File: src/rtl/world_editor.sv
// World-memory write controller: applies player REMOVE/PLACE edits to the cube BRAM
// between renderer frames. PLACE scans every slot for a free entry and for duplicates.
module world_editor #(
    parameter int unsigned COORD_WIDTH  = 32,
    parameter int unsigned WORLD_SIZE   = 100,
    parameter int unsigned WORLD_BITS   = 7,
    parameter int unsigned NORMAL_WIDTH = 2,
    parameter int unsigned READ_LATENCY = 3
) (
    input  logic                                  clk_in,
    input  logic                                  rst_in,
    input  logic                                  place_req,
    input  logic                                  remove_req,
    input  logic [WORLD_BITS-1:0]                 target_cube,
    input  logic [2:0][NORMAL_WIDTH-1:0]          target_normal,
    input  logic                                  draw_busy,
    output logic [WORLD_BITS-1:0]                 mem_addr,
    input  logic [3*(COORD_WIDTH/2):0]            mem_dout,
    output logic [3*(COORD_WIDTH/2):0]            mem_din,
    output logic                                  mem_we,
    output logic                                  busy,
    output logic                                  done,
    output logic [1:0]                            status
);

    localparam int unsigned CW = COORD_WIDTH / 2;
    localparam int unsigned LW = (READ_LATENCY > 0) ? $clog2(READ_LATENCY + 1) : 1;

    localparam logic [1:0] StatOk       = 2'd0;
    localparam logic [1:0] StatInvalid  = 2'd1;
    localparam logic [1:0] StatOccupied = 2'd2;
    localparam logic [1:0] StatFull     = 2'd3;

    typedef enum logic [2:0] {
        StIdle,
        StRdTarget,
        StScan,
        StWrite,
        StDone
    } state_e;

    state_e                      state_q, state_d;
    logic [WORLD_BITS-1:0]       addr_q, addr_d;
    logic [LW-1:0]               cnt_q, cnt_d;
    logic [2:0][NORMAL_WIDTH-1:0] normal_q, normal_d;
    logic [2:0][CW-1:0]          new_q, new_d;
    logic [WORLD_BITS-1:0]       free_q, free_d;
    logic                        found_q, found_d;
    logic                        place_q, place_d;
    logic [1:0]                  status_q, status_d;

    logic                        dout_valid;
    logic [2:0][CW-1:0]          dout_xyz;
    logic [2:0][CW:0]            wide;
    logic [2:0][CW-1:0]          sum;
    logic                        ovf;
    logic                        sample;
    logic                        last_slot;
    logic                        target_bad;
    logic                        hit;
    logic                        free_now;

    assign dout_valid = mem_dout[3*CW];
    assign dout_xyz   = mem_dout[3*CW-1:0];
    assign sample     = (cnt_q == LW'(READ_LATENCY));
    assign last_slot  = (addr_q == WORLD_BITS'(WORLD_SIZE - 1));
    assign target_bad = (target_cube == '1) ||
                        ({1'b0, target_cube} >= (WORLD_BITS + 1)'(WORLD_SIZE));
    assign hit        = dout_valid && (dout_xyz == new_q);
    assign free_now   = !found_q && !dout_valid;

    // One extra bit per axis exposes signed overflow as a mismatch of the top two bits.
    always_comb begin
        ovf  = 1'b0;
        wide = '0;
        sum  = '0;
        for (int i = 0; i < 3; i++) begin
            wide[i] = {dout_xyz[i][CW-1], dout_xyz[i]} +
                      {{(CW + 1 - NORMAL_WIDTH){normal_q[i][NORMAL_WIDTH-1]}}, normal_q[i]};
            sum[i]  = wide[i][CW-1:0];
            ovf     = ovf | (wide[i][CW] ^ wide[i][CW-1]);
        end
    end

    always_ff @(posedge clk_in) begin
        if (rst_in) begin
            state_q  <= StIdle;
            addr_q   <= '0;
            cnt_q    <= '0;
            normal_q <= '0;
            new_q    <= '0;
            free_q   <= '0;
            found_q  <= 1'b0;
            place_q  <= 1'b0;
            status_q <= StatOk;
        end else begin
            state_q  <= state_d;
            addr_q   <= addr_d;
            cnt_q    <= cnt_d;
            normal_q <= normal_d;
            new_q    <= new_d;
            free_q   <= free_d;
            found_q  <= found_d;
            place_q  <= place_d;
            status_q <= status_d;
        end
    end

    always_comb begin
        state_d  = state_q;
        addr_d   = addr_q;
        cnt_d    = cnt_q;
        normal_d = normal_q;
        new_d    = new_q;
        free_d   = free_q;
        found_d  = found_q;
        place_d  = place_q;
        status_d = status_q;

        case (state_q)
            StIdle: begin
                if (!draw_busy && (place_req || remove_req)) begin
                    addr_d   = target_cube;
                    normal_d = target_normal;
                    place_d  = !remove_req;
                    cnt_d    = '0;
                    if (target_bad) begin
                        status_d = StatInvalid;
                        state_d  = StDone;
                    end else if (remove_req) begin
                        state_d = StWrite;
                    end else begin
                        state_d = StRdTarget;
                    end
                end
            end
            StRdTarget: begin
                if (!sample) begin
                    cnt_d = cnt_q + LW'(1);
                end else if (!dout_valid || ovf) begin
                    status_d = StatInvalid;
                    state_d  = StDone;
                end else begin
                    new_d   = sum;
                    addr_d  = '0;
                    cnt_d   = '0;
                    found_d = 1'b0;
                    state_d = StScan;
                end
            end
            StScan: begin
                if (!sample) begin
                    cnt_d = cnt_q + LW'(1);
                end else if (hit) begin
                    status_d = StatOccupied;
                    state_d  = StDone;
                end else begin
                    if (free_now) begin
                        free_d  = addr_q;
                        found_d = 1'b1;
                    end
                    if (!last_slot) begin
                        addr_d = addr_q + WORLD_BITS'(1);
                        cnt_d  = '0;
                    end else if (found_q || free_now) begin
                        addr_d  = free_now ? addr_q : free_q;
                        state_d = StWrite;
                    end else begin
                        status_d = StatFull;
                        state_d  = StDone;
                    end
                end
            end
            StWrite: begin
                status_d = StatOk;
                state_d  = StDone;
            end
            StDone: begin
                state_d = StIdle;
            end
            default: begin
                state_d = StIdle;
            end
        endcase
    end

    assign mem_addr = addr_q;
    assign mem_we   = (state_q == StWrite);
    // REMOVE writes all-zero data, clearing the valid bit.
    assign mem_din  = (state_q == StWrite && place_q) ? {1'b1, new_q} : '0;
    assign busy     = (state_q != StIdle);
    assign done     = (state_q == StDone);
    assign status   = status_q;

endmodule
File: config.mk
export PLATFORM = sky130hd
export DESIGN_NAME = world_editor
export DESIGN_NICKNAME = d
export VERILOG_FILES = /design/src/rtl/world_editor.sv
export SDC_FILE = /design/constraint.sdc
export NUM_CORES = 1
export LEC_CHECK = 0
export ABC_AREA = 1
export CAP_MARGIN = 20
export CORE_MARGIN = 4
export CORE_UTILIZATION = 55
export CTS_BUF_LIST = sky130_fd_sc_hd__clkbuf_16
export DETAILED_ROUTE_END_ITERATION = 7
export DONT_BUFFER_PORTS = 1
export PLACE_DENSITY = 0.7
export SETUP_SLACK_MARGIN = 0.2
export SLEW_MARGIN = 20
export SYNTH_ARGS = -nofsm -noshare
export SYNTH_HDL_FRONTEND = slang
export SYNTH_SLANG_ARGS = --single-unit
File: constraint.sdc
create_clock -name clk_in -period 3.42 [get_ports clk_in]
set_input_delay 0.342 -clock clk_in [delete_from_list [all_inputs] [get_ports clk_in]]
set_output_delay 0.342 -clock clk_in [all_outputs]
set_load 0.1 [all_outputs]
==> results.txt <==
The number of synthesized flops with an enable pin is 0. The maximum net fanout on the critical path is 14. Grouping stages by cell kind, the critical path spends the most delay in simple AND/OR/NAND/NOR gates. At the pin with the least slew margin, the transition time is 0.965 ns.

The number of sinks on the clock net came out at 77. Static timing analysis puts the maximum clock frequency at 0.337 GHz. The highest ir drop seen on vdd is 0.277 mV.

Using the TritonRoute via totals, the vias-per-cell ratio works out to 5.24. The share of the synthesized netlist area taken by xor and xnor gates is 8.40%. The remaining design rule violation count is 0.

Global routing finished with a remaining overflow of 0. The flow ran to the end, and the final reports show no timing, DRC or antenna violations. The cell depth of the worst flop-to-flop path is 17. The analysis attributes to net switching a power of 2.18 mW. The number of pins exceeding their max-slew limit in the final report is 0. Post-CTS repair changed the size of 0 cells. The number of global-route vias before repair came to 6797. The post-route cell area came out at 8590 um^2. Data arrives at the worst endpoint at 3.20 ns.

The startpoint of the worst hold path is rst_in. The number of hold buffers added after CTS was 0. The final total power came out at 4.65 mW. After layout, the worst setup slack is 0.454 ns. The critical path goes through buf_4 -> ha_1 -> nand2_1 -> inv_1 -> a21oi_1 -> nand2_1 -> nand2_1 -> nand2_1 -> nand2_1 -> nand2_1 -> nor2_2 -> nand2_2 -> nor2_4 -> nand2_2 -> inv_2 -> buf_4 -> a21oi_1.

The worst setup path is captured at a register. The synthesized netlist cell count is 1132. The compound-cell area share of the yosys netlist came out at 14.3%. The first routing iteration left 558 violations. The fraction of layout cells with a size suffix above 1 came out at 14.0%. Measured against the total synthesized area, the mux share comes to 0%. The leakage dissipation is 4.15 nW. Buffers inserted during clock tree synthesis total 9. Net switching is 46.9% of the power.

The worst path uses 86.7% of the clock period. The hold path depth is 1. The clock transition at the registers of the reported paths came out at 0.06 ns. In the post-synthesis netlist, the biggest area contributors are sky130_fd_sc_hd__dfxtp_1 (22%), sky130_fd_sc_hd__nand2_1 (18%), sky130_fd_sc_hd__ha_1 (9.1%). The number of antenna violations at the first check in global routing came out at 1. The pin count of the biggest net entering global routing came out at 67. The area growth from synthesis to layout is 24.7%. The net count after synthesis is 1252. The clock network burns 22.5% of the power. After synthesis, the largest family of logic cells by area is simple AND/OR/NAND/NOR gates. The internal power came out at 2.47 mW. In this run the cell area of the synthesized design comes to 6880 um^2. The number of vias after detailed routing came out at 7123.

Among the stages of the critical path, the cell type that occurs most often is sky130_fd_sc_hd__nand2_1. The worst path buffer plus inverter count came out at 4. The instance area at placement is 8260 um^2. For this run, the number of Yosys warnings is 0. The final core area utilization came out at 70.9%.

Buffers added to address setup during post-CTS repair amount to 0. The sort of element at the start of the critical path is a register. The synthesized flop and latch total came out at 77.

Including well taps, the total number of placed cells is 1342. The start point of the critical path is normal_q[5]$_SDFFE_PP0P_. The slack of the worst reg-to-reg path is 0.45 ns. The sequential share of power is 24.7%. The setup skew after layout is 0.00478 ns. The post-synthesis adder-cell area fraction came out at 9.96%.

The headroom to the max-slew limit is 35.5%. The detail-routed net length per standard cell is 14.1 um. The simple-gate area share of the yosys netlist came out at 34.6%. The top-area cell type share of the netlist area came out at 22.4%. The root buffer cell chosen for the clock tree is sky130_fd_sc_hd__clkbuf_16. Routability-driven placement finished with a final weighted congestion of 0.910.

The number of fillers in the final layout is 1087. The worst-case clock buffer depth came out at 2. The end of the worst register-to-register path is new_q[3]$_SDFFE_PP0P_.

The biggest area contributor in the post-synthesis netlist is sky130_fd_sc_hd__dfxtp_1. The required arrival time at the worst endpoint is 3.65 ns. The worst setup path is of the register to register kind.

The total of buffers placed on input and output ports is 0. The floorplan step set the die width to 120 um. The worst hold slack came out at 0.0658 ns. In this design, the stage delay of the slowest critical-path cell is 0.53 ns. The count of boundary I/O pins came out at 128.

The first global-routing pass estimated 31.8 mm of wire. The library cell used most frequently in the layout, excluding fill and tap cells, is sky130_fd_sc_hd__nand2_1. The cell with the largest stage delay on the worst path is sky130_fd_sc_hd__dfxtp_1.

The startpoint identified for the worst register-to-register timing path is normal_q[5]$_SDFFE_PP0P_. The hold violation count in the final report is 0. For this configuration, the core starts out at a cell density of 56.8%. The worst slack at placement came out at 0.386 ns. For this run, the register share of the synthesized area comes to 22.4%. The mean post-synth cell area is 6.08 um^2. The total global routing track utilization came out at 26.9%. TritonCTS built the clock tree.

The end point of the worst hold path is free_q[2]$_SDFFE_PP0P_. The max-capacitance violation count is 0. The library cells used most frequently in the layout, excluding fill and tap cells, are sky130_fd_sc_hd__nand2_1 (323), sky130_fd_sc_hd__inv_1 (151), sky130_fd_sc_hd__nor2_1 (105), sky130_fd_sc_hd__a21oi_1 (95), sky130_fd_sc_hd__dfxtp_1 (76). Of the total power, combinational logic draws 52.8%. In the synthesized netlist the dominant register cell turns out to be sky130_fd_sc_hd__dfxtp_1. The clock latency reported for the late side of the worst-skew pair came out at 0.35 ns.

The final setup violation count is 0. The total routed wirelength is 19.1 mm. The area of the die is 14400 um^2. The post-route antenna net violation count is 0. The die is 120 um tall. The sum of net half-perimeters after detailed placement is 14.5 mm. The final-layout setup total negative slack is 0 ns. The share of synthesized flip-flops with an asynchronous set or reset came out at 0%. The worst hold path belongs to the class primary input to register.

Setup repair after global routing left no endpoint under its margin. The clock period could shrink to 2.97 ns. The power density over the cells came out at 541 nW/um^2. The region available for standard cell placement spans 12100 um^2.

The distinct cell type count of the synthesized netlist came out at 43. The standard-cell row count came out at 40. The number of standard cells in the layout, taps in and fillers out came out at 1359. The first-pass iteration count of the detailed router is 6. The number of nets at the end of the flow came out at 1305.

The number of levels in the clock H-tree is 3.
area by class of cell:
type                    instances  area, um^2  share of cell area (%)
multi-input cells             873        4770                    55.6
flip-flops and latches         77        1540                    18.0
repair buffers                 68        1160                    13.5
inverters                     156         587                    6.83
clock buffers                   9         225                    2.62
well taps                     168         210                    2.45
clock inverters                 7        91.3                    1.06
diodes                          1        2.50                  0.0291
cells by family after synthesis:
logic type               after synthesis
flip-flops                            77
AO/OA/AOI/OAI                        177
XOR/XNOR                              66
buffers and inverters                182
AND/OR/NAND/NOR                      577
adder cells (fa/ha/maj)               53
worst reg2reg max path: stages (launching register included):
cell and delay [ns]:
sky130_fd_sc_hd__dfxtp_1 0.53, sky130_fd_sc_hd__buf_4 0.26, sky130_fd_sc_hd__ha_1 0.30, sky130_fd_sc_hd__nand2_1 0.10, sky130_fd_sc_hd__inv_1 0.04, sky130_fd_sc_hd__a21oi_1 0.13
sky130_fd_sc_hd__nand2_1 0.17, sky130_fd_sc_hd__nand2_1 0.11, sky130_fd_sc_hd__nand2_1 0.05, sky130_fd_sc_hd__nand2_1 0.05, sky130_fd_sc_hd__nand2_1 0.08, sky130_fd_sc_hd__nor2_2 0.12
sky130_fd_sc_hd__nand2_2 0.09, sky130_fd_sc_hd__nor2_4 0.10, sky130_fd_sc_hd__nand2_2 0.10, sky130_fd_sc_hd__inv_2 0.28, sky130_fd_sc_hd__buf_4 0.25, sky130_fd_sc_hd__a21oi_1 0.09
state kept, by name, indices dropped and copies added, names as in the netlist:
signal / cells
status: 2
state_q: 3
cnt_q: 2
free_q: 7
new_q: 48
normal_q: 6
found_q: 1
place_q: 1
mem_addr: 7
power groups by stage:
stage	Clock [mW]	Sequential, mW	Combinational, mW
2_1_floorplan	0	1.36	1.76
3_3_place_gp	0	1.16	2.39
3_5_place_dp	0	1.17	2.42
4_1_cts	1.06	1.15	2.43
5_1_grt	1.08	1.16	2.76
6_report	1.04	1.15	2.45
synthesized netlist by cell type (all sizes together), types with 8 or more instances:
master	count
nand2	335
nor2	157
inv	156
a21oi	95
dfxtp	77
ha	50
o21ai	46
xor2	40
nand3	35
xnor2	26
clkbuf	16
a31oi	12
nor3	11
buf	10
nand4	10
or2	9
a311oi	8
how the worst max path moves through the flow:
| stage | to | slack, ns | cells after the start |
|---|---|---|---|
| finish | new_q[3]$_SDFFE_PP0P_ | 0.45 | 17 |
| global route | new_q[14]$_SDFFE_PP0P_ | 0.22 | 17 |
| CTS | new_q[3]$_SDFFE_PP0P_ | 0.38 | 16 |
| detailed placement | new_q[3]$_SDFFE_PP0P_ | 0.39 | 16 |
| global placement | new_q[1]$_SDFFE_PP0P_ | 0.50 | 16 |
| floorplan | mem_din[39] | -0.17 | 6 |
routing by layer:
layer,routed length [um],vias up,GRT usage [%]
met5,0,-,0
met4,520,0,10.0
met3,1320,36,7.02
met2,8790,202,44.1
met1,8500,3174,34.2
li1,-,3711,-
(Power assumes the default switching activity.)
